[config.mk]
export PLATFORM = sky130hd
export DESIGN_NAME = cache_fill_fsm
export DESIGN_NICKNAME = d
export VERILOG_FILES = /design/src/rtl/cache_pkg.sv /design/src/rtl/cache_fill_fsm_fill_counter.sv /design/src/rtl/cache_fill_fsm.sv
export SDC_FILE = /design/constraint.sdc
export NUM_CORES = 1
export LEC_CHECK = 0
export CORE_AREA = 5 5 86 88
export CTS_CLUSTER_DIAMETER = 40
export DETAILED_ROUTE_END_ITERATION = 16
export DIE_AREA = 0 0 91 93
export PLACE_DENSITY = 0.65
export SLEW_MARGIN = 5
export SYNTH_ARGS = -nofsm -noshare
export SYNTH_HDL_FRONTEND = slang
export SYNTH_SLANG_ARGS = --single-unit
export TNS_END_PERCENT = 10
[constraint.sdc]
create_clock -name clk -period 1.7 [get_ports clk]
set_input_delay 0.425 -clock clk [delete_from_list [all_inputs] [get_ports clk]]
set_output_delay 0.425 -clock clk [all_outputs]
set_load 0.05 [all_outputs]
[src/rtl/cache_pkg.sv]
// Shared constants and state encoding for the cache block fill logic.
package cache_pkg;

  // 16-bit words per cache block (16-byte blocks)
  localparam int BLOCK_WORDS = 8;

  // Width of the word counters; must be able to hold the value BLOCK_WORDS
  localparam int CNT_W = 4;

  // Clears the byte offset within a block to give the block base address
  localparam logic [15:0] BLOCK_MASK = 16'hFFF0;

  // Fill sequencer states
  typedef enum logic [1:0] {
    IDLE = 2'd0,
    FILL = 2'd1,
    TAG  = 2'd2
  } fill_state_e;

endpackage

[src/rtl/cache_fill_fsm_fill_counter.sv]
// Word counter for a block fill: counts 0..BLOCK_WORDS and then holds,
// raising done_o once all words of the block have been counted.
module fill_counter
  import cache_pkg::*;
(
  input  logic             clk,
  input  logic             rst_n,
  input  logic             clr_i,
  input  logic             inc_i,
  output logic [CNT_W-1:0] cnt_o,
  output logic             done_o
);

  logic [CNT_W-1:0] cnt_q;
  logic [CNT_W-1:0] cnt_d;

  assign done_o = (cnt_q == CNT_W'(BLOCK_WORDS));
  assign cnt_o  = cnt_q;

  // Clear has priority; increments saturate at the terminal count
  always_comb begin
    cnt_d = cnt_q;
    if (clr_i) begin
      cnt_d = '0;
    end else if (inc_i && !done_o) begin
      cnt_d = cnt_q + 1'b1;
    end
  end

  // Counter register
  always_ff @(posedge clk or negedge rst_n) begin
    if (!rst_n) begin
      cnt_q <= '0;
    end else begin
      cnt_q <= cnt_d;
    end
  end

endmodule

[src/rtl/cache_fill_fsm.sv]
// Cache miss block-fill sequencer. On a miss it streams BLOCK_WORDS read
// requests to main memory while independently writing returned words into
// the data array, then writes the tag for one cycle.
//
// Memory interface: no valid/ready handshake. mem_enable is a one-cycle
// request that memory always accepts; memory_data_valid marks one returned
// word per cycle, in request order, with any latency. Returned words are
// counted, not matched to request timing.
//
// The counters hold 0..8 and the in-block offset is bits [3:1], so the
// BLOCK_WORDS parameter must stay at 8.
module cache_fill_fsm
  import cache_pkg::*;
#(
  parameter int BLOCK_WORDS = 8,
  parameter int ADDR_W      = 16
) (
  input  logic              clk,
  input  logic              rst_n,
  input  logic              miss_detected,
  input  logic [ADDR_W-1:0] miss_address,
  input  logic              memory_data_valid,
  input  logic [15:0]       memory_data,
  output logic              mem_enable,
  output logic [ADDR_W-1:0] memory_address,
  output logic              write_data_array,
  output logic [ADDR_W-1:0] write_addr,
  output logic [15:0]       write_data,
  output logic              write_tag_array,
  output logic [ADDR_W-1:0] tag_addr,
  output logic              fsm_busy,
  output logic [1:0]        dbg_state
);

  fill_state_e       state_q;
  logic [ADDR_W-1:0] base_q;

  logic             accept;
  logic             issue_en;
  logic             wr_en;
  logic             last_wr;
  logic [CNT_W-1:0] issue_cnt;
  logic [CNT_W-1:0] recv_cnt;
  logic             issue_done;
  logic             recv_done;

  assign accept   = (state_q == IDLE) && miss_detected;
  assign issue_en = (state_q == FILL) && !issue_done;
  assign wr_en    = (state_q == FILL) && memory_data_valid && !recv_done;
  assign last_wr  = wr_en && (recv_cnt == CNT_W'(BLOCK_WORDS - 1));

  fill_counter u_issue_cnt (
    .clk    (clk),
    .rst_n  (rst_n),
    .clr_i  (accept),
    .inc_i  (issue_en),
    .cnt_o  (issue_cnt),
    .done_o (issue_done)
  );

  fill_counter u_recv_cnt (
    .clk    (clk),
    .rst_n  (rst_n),
    .clr_i  (accept),
    .inc_i  (wr_en),
    .cnt_o  (recv_cnt),
    .done_o (recv_done)
  );

  // State and block base: base only loads on an accepted miss from IDLE
  always_ff @(posedge clk or negedge rst_n) begin
    if (!rst_n) begin
      state_q <= IDLE;
      base_q  <= '0;
    end else begin
      case (state_q)
        IDLE: begin
          if (miss_detected) begin
            base_q  <= miss_address & ADDR_W'(BLOCK_MASK);
            state_q <= FILL;
          end
        end
        FILL: begin
          if (last_wr) begin
            state_q <= TAG;
          end
        end
        TAG:     state_q <= IDLE;
        default: state_q <= IDLE;
      endcase
    end
  end

  // Base low nibble is zero and offsets stay <= 14, so the add never
  // carries out of the block.
  assign mem_enable       = issue_en;
  assign memory_address   = issue_en ? (base_q + ADDR_W'({issue_cnt, 1'b0})) : '0;
  assign write_data_array = wr_en;
  assign write_addr       = wr_en ? (base_q + ADDR_W'({recv_cnt, 1'b0})) : '0;
  assign write_data       = rst_n ? memory_data : '0;
  assign write_tag_array  = (state_q == TAG);
  assign tag_addr         = (state_q == TAG) ? base_q : '0;
  assign fsm_busy         = rst_n && ((state_q != IDLE) || miss_detected);
  assign dbg_state        = state_q;

endmodule
Yosys cells after proc, flatten, opt, wreduce, memory -nomap -nowiden --
Cells that the tools add are included.
Word-level totals: flip-flop bits (word level) 22, input bits 36, output and inout port bits 70
Cells by class: add/sub/neg operators 4, equality and inequality tests 7, muxes and demuxes 11, reduce and logical (&&, ||, !) cells 17
Operators by type and width (count):
- $mux 16 | 4
- $add 16x5->16 | 2
- $mux 4 | 4
- $add 4x1->4 const B | 2
- $eq 4x4->1 const B | 2
- $logic_and 1x1->1 | 8
- $reduce_bool 2->1 | 3
- $eq 4x3->1 const B | 1
- $mux 2 | 2
- $ne 2x2->1 const B | 2
- $pmux 2 s2 | 1
- $reduce_and 2->1 | 2
- $eq 2x1->1 const B | 1
- $eq 2x2->1 const B | 1
- $logic_not 1->1 | 2
- $logic_not 2->1 | 1
- $logic_or 1x1->1 | 1

Depth between registers and ports, before layout --
word-level depth 6, gate-level depth with buffers 6

By module --
Synthesis repeated with hierarchy kept, for this count alone.
Unflattened totals: cell total of the unflattened synthesis 223, area, all modules 1929.4 µm²
Modules (own cells, without submodules):
- cache_fill_fsm | instances 1, cells an instance 175, area an instance 1463.9 µm²
- fill_counter | instances 2, cells an instance 24, area an instance 232.7 µm²

Worst setup path before layout --
OpenSTA, ideal clock, no wires.
path kind flip-flop to output port, start point reg state_q[0], in the netlist dbg_state[0], end point out memory_address[10], arrival 2219 ps, required time 1275 ps, path slack -944 ps, cell stages (with the launch flop) 5, path buffers 1, cell sequence dfrtp_1 > nor2b_1 > nand2_1 > clkbuf_1 > a21oi_1
Between the ends: word-level cells in the longest chain between the ends 3
Ends and longest elaborated chain:
- start: declaration | line cache_fill_fsm.sv:35 | fill_state_e state_q;
- start signal: assignment | line cache_fill_fsm.sv:73 | state_q <= IDLE;
- start signal: assignment | line cache_fill_fsm.sv:80 | state_q <= FILL;
- start signal: assignment | line cache_fill_fsm.sv:85 | state_q <= TAG;
- $eq 2x1->1 | line cache_fill_fsm.sv:48 | assign issue_en = (state_q == FILL) && !issue_done;
- $logic_and 1x1->1 | line cache_fill_fsm.sv:48
- $mux 16 | line cache_fill_fsm.sv:97 | assign memory_address = issue_en ? (base_q + ADDR_W'({issue_cnt, 1'b0})) : '0;
- end: declaration | line cache_fill_fsm.sv:25 | output logic [ADDR_W-1:0] memory_address,
Every way passes these cells.

Final worst setup path --
start point reg base_q[4], end point out memory_address[12]
Between the ends: word-level cells in the longest chain between the ends 2
Ends and longest elaborated chain:
- start: declaration | line cache_fill_fsm.sv:36 | logic [ADDR_W-1:0] base_q;
- start signal: assignment | line cache_fill_fsm.sv:79 | base_q <= miss_address & ADDR_W'(BLOCK_MASK);
- $add 16x5->16 | line cache_fill_fsm.sv:97
- $mux 16 | line cache_fill_fsm.sv:97
Every way passes these cells.

==> results_dict.tcl <==
set metrics [dict create \
    routabilityCongestion 0.8488 \
    drcViolationCount 0 \
    finalClockSkew_ns 0.001771 \
    area_growth_syn_to_layout_pct 150.5 \
    min-delay-path-class "input pin to async pin" \
    diodes 0 \
    p_leak_nw 1.862 \
    clkTransAtPathRegs_ns 0.08 \
    ys.flop_type "dfrtp_1" \
    cts_buffers 3 \
    fin_nets 418 \
    r2r-start "dbg_state[0]" \
    max_freq_mhz 434.7 \
    cp-startpoint "base_q[4]" \
    wirelength_mm 6.976 \
    holdBufCountCts 0 \
    cp.required_ns 1.27 \
    startpoint_type "flip-flop" \
    grtUsageTotal 0.1652 \
    htreeDepth 1 \
    max-vdd-ir-drop_uv 1355 \
    die_w_um 91 \
    yosysSeqAreaShare 0.2999 \
    power.total_mw 8.139 \
    drive_gt1_frac 0.6532 \
    insertion_delay_ns 0.26 \
    first_global_vias 2408 \
    cts_root_buffer "clkbuf_8" \
    r2r_end "base_q[10]" \
    critPathCaptureType "output port" \
    dr_total_vias 2189 \
    place_hpwl_mm 5.622 \
    fin_crit_ns 2.301 \
    slew_violations 0 \
    tritoncts "built" \
    critical_path_class "flip-flop to output port" \
    die_area_mm2 0.008463 \
    io_pins 106 \
    tns_ns -12.55 \
    synth_edf_count 0 \
    grt_pass1_wl_mm 11.44 \
    core-area_mm2 0.006569 \
    maxCapViolations 0 \
    synth_area_mm2 0.001836 \
    arrival_ns 1.88 \
    ant_nets 0 \
    floorplan.initialDensity 0.2794 \
    cts.sinks 22 \
    rows 30 \
    place_area_mm2 0.004308 \
    finalSetupViolations 45 \
    ys_ff_latch 22 \
    clock_path_buffers 2 \
    via_per_inst 4.843 \
    endpoint "memory_address[12]" \
    fin_hold_ws_ns 0.4387 \
    rsz0062_at_grt "yes" \
    hold_viol_final 0 \
    drt_iter0_markers 29 \
    reg2regPathDepth 4 \
    r2r_setup_slack_ns 0.21 \
    drtPass1Iterations 4 \
    grt_overflow 0 \
    setup_ws_ns -0.6007 \
    fillers 456 \
    synth-async-reset-ratio 1.000 \
    place_ws_ns -0.4523 \
    fin_cells 452 \
    register_area_um2 559.3 \
    dieHeight_um 93 \
    avgRoutedWirePerCell_um 15.43 \
    dp.cells 448 \
    antenna_found_initial 0 \
    power_density_mw_per_mm2 1770 \
    violations "setup timing" \
    finalCritPeriodShare 1.353 \
    synth_warnings 0 \
    final_core_util 0.7000 \
    wl_met3_um 500 \
    synth_cell_types 35 \
    synthCells 220 \
    multi_input_area_mm2 0.001670 \
    port_buffers 95 \
    top_layer_used "met4" \
    critPathMaxFanout 4 \
    syn_area_per_cell_um2 8.343 \
    route.met2.wl_mm 3.767 \
    wl_met1_mm 2.595 \
    status "complete, but fails checks" \
    grt_max_degree 23 \
    post-route-cell-area_mm2 0.004598 \
]
area by class of cell:
type,instances,area share
clock buffers,3,0.008980
inverters,11,0.01007
multi-input cells,173,0.3633
flip-flops and latches,22,0.1216
well taps,80,0.02177
repair buffers,163,0.4743
sequential cells by signal (all words and copies together) (netlist names):
register and flops:
u_issue_cnt.cnt_o 4, dbg_state 2, base_q 12, u_recv_cnt.cnt_o 4
layer usage:
layer,up-vias,global-route usage
met2,74,0.3179
met3,10,0.04747
met1,1029,0.1717
met4,0,0.04890
met5,-,0
li1,1076,-
layout by cell type, fill, tap and decap left out, types with 3 or more instances in the layout:
master | Yosys | layout
nand3_4 | 0 | 3
ha_4 | 0 | 5
a31o_2 | 3 | 3
or3_4 | 0 | 3
o21ai_0 | 12 | 10
or4_4 | 0 | 8
dfrtp_2 | 0 | 7
and3_4 | 0 | 3
a21oi_4 | 0 | 11
nand4_1 | 4 | 4
xor2_2 | 0 | 4
and2_4 | 0 | 17
buf_4 | 7 | 58
inv_1 | 11 | 5
buf_6 | 1 | 5
nor2_4 | 0 | 11
or3_1 | 7 | 4
clkbuf_8 | 0 | 3
nand2_1 | 9 | 6
a21oi_2 | 0 | 3
and2_1 | 28 | 11
dfrtp_1 | 22 | 15
a21oi_1 | 20 | 6
clkdlybuf4s50_1 | 0 | 29
inv_2 | 0 | 5
nand3_1 | 9 | 5
mux2_2 | 11 | 11
buf_12 | 0 | 69
nand3b_1 | 3 | 3
conb_1 | 1 | 6
o31ai_1 | 8 | 7
power breakdown:
part	switching (mW)	internal [mW]	leakage, nW
sequential	0.351	0.779	0.260
combinational	3.40	3.28	1.58
clock	0.173	0.159	0.0216
total	3.92	4.22	1.86
Yosys cell counts (all sizes together), types with 9 or more instances:
library cell | n | area (um^2)
mux2 | 11 | 123.9
dfrtp | 22 | 550.5
and2 | 28 | 175.2
a21oi | 20 | 100.1
o21ai | 12 | 60.06
nand3 | 9 | 45.04
nand2 | 9 | 33.78
inv | 11 | 41.29
buf | 14 | 92.58
nor2 | 11 | 41.29
what timing repair did:
| action | CTS | global route |
|---|---|---|
| pin swaps | 25 | 3 |
| buffers inserted | 0 | 2 |
| setup endpoints to repair | 61 | 45 |
| gates resized for setup | 60 | 10 |
critical path: stages, from the launching register on:
cell and delay (ns):
dfrtp_2 0.43, ha_4 0.18, ha_4 0.18, nand2_4 0.07, or4_4 0.43, a21oi_4 0.17
buf_12 0.15
cell families (layout without fill, tap and decap cells):
kind of cell	after synthesis	in the layout	share of synthesized area
other cells	1	6	0.002043
mux	11	11	0.06749
buf+inv	30	177	0.08316
simple gates	94	94	0.3081
xor+xnor	7	7	0.03340
fa+ha+maj	8	8	0.05454
flops	22	22	0.2999
compound gates	47	47	0.1513
how the worst min path moves through the flow:
| stage | startpoint | to | cells past startpoint |
|---|---|---|---|
| final | rst_n | base_q[8] | 3 |
| after global routing | rst_n | base_q[8] | 3 |
| after CTS | rst_n | u_recv_cnt.cnt_o[2] | 3 |
| after detailed placement | u_recv_cnt.cnt_o[2] | dbg_state[1] | 2 |
| after global placement | u_recv_cnt.cnt_o[2] | dbg_state[1] | 2 |
| after floorplan | rst_n | base_q[10] | 0 |
(Power assumes the default switching activity.)
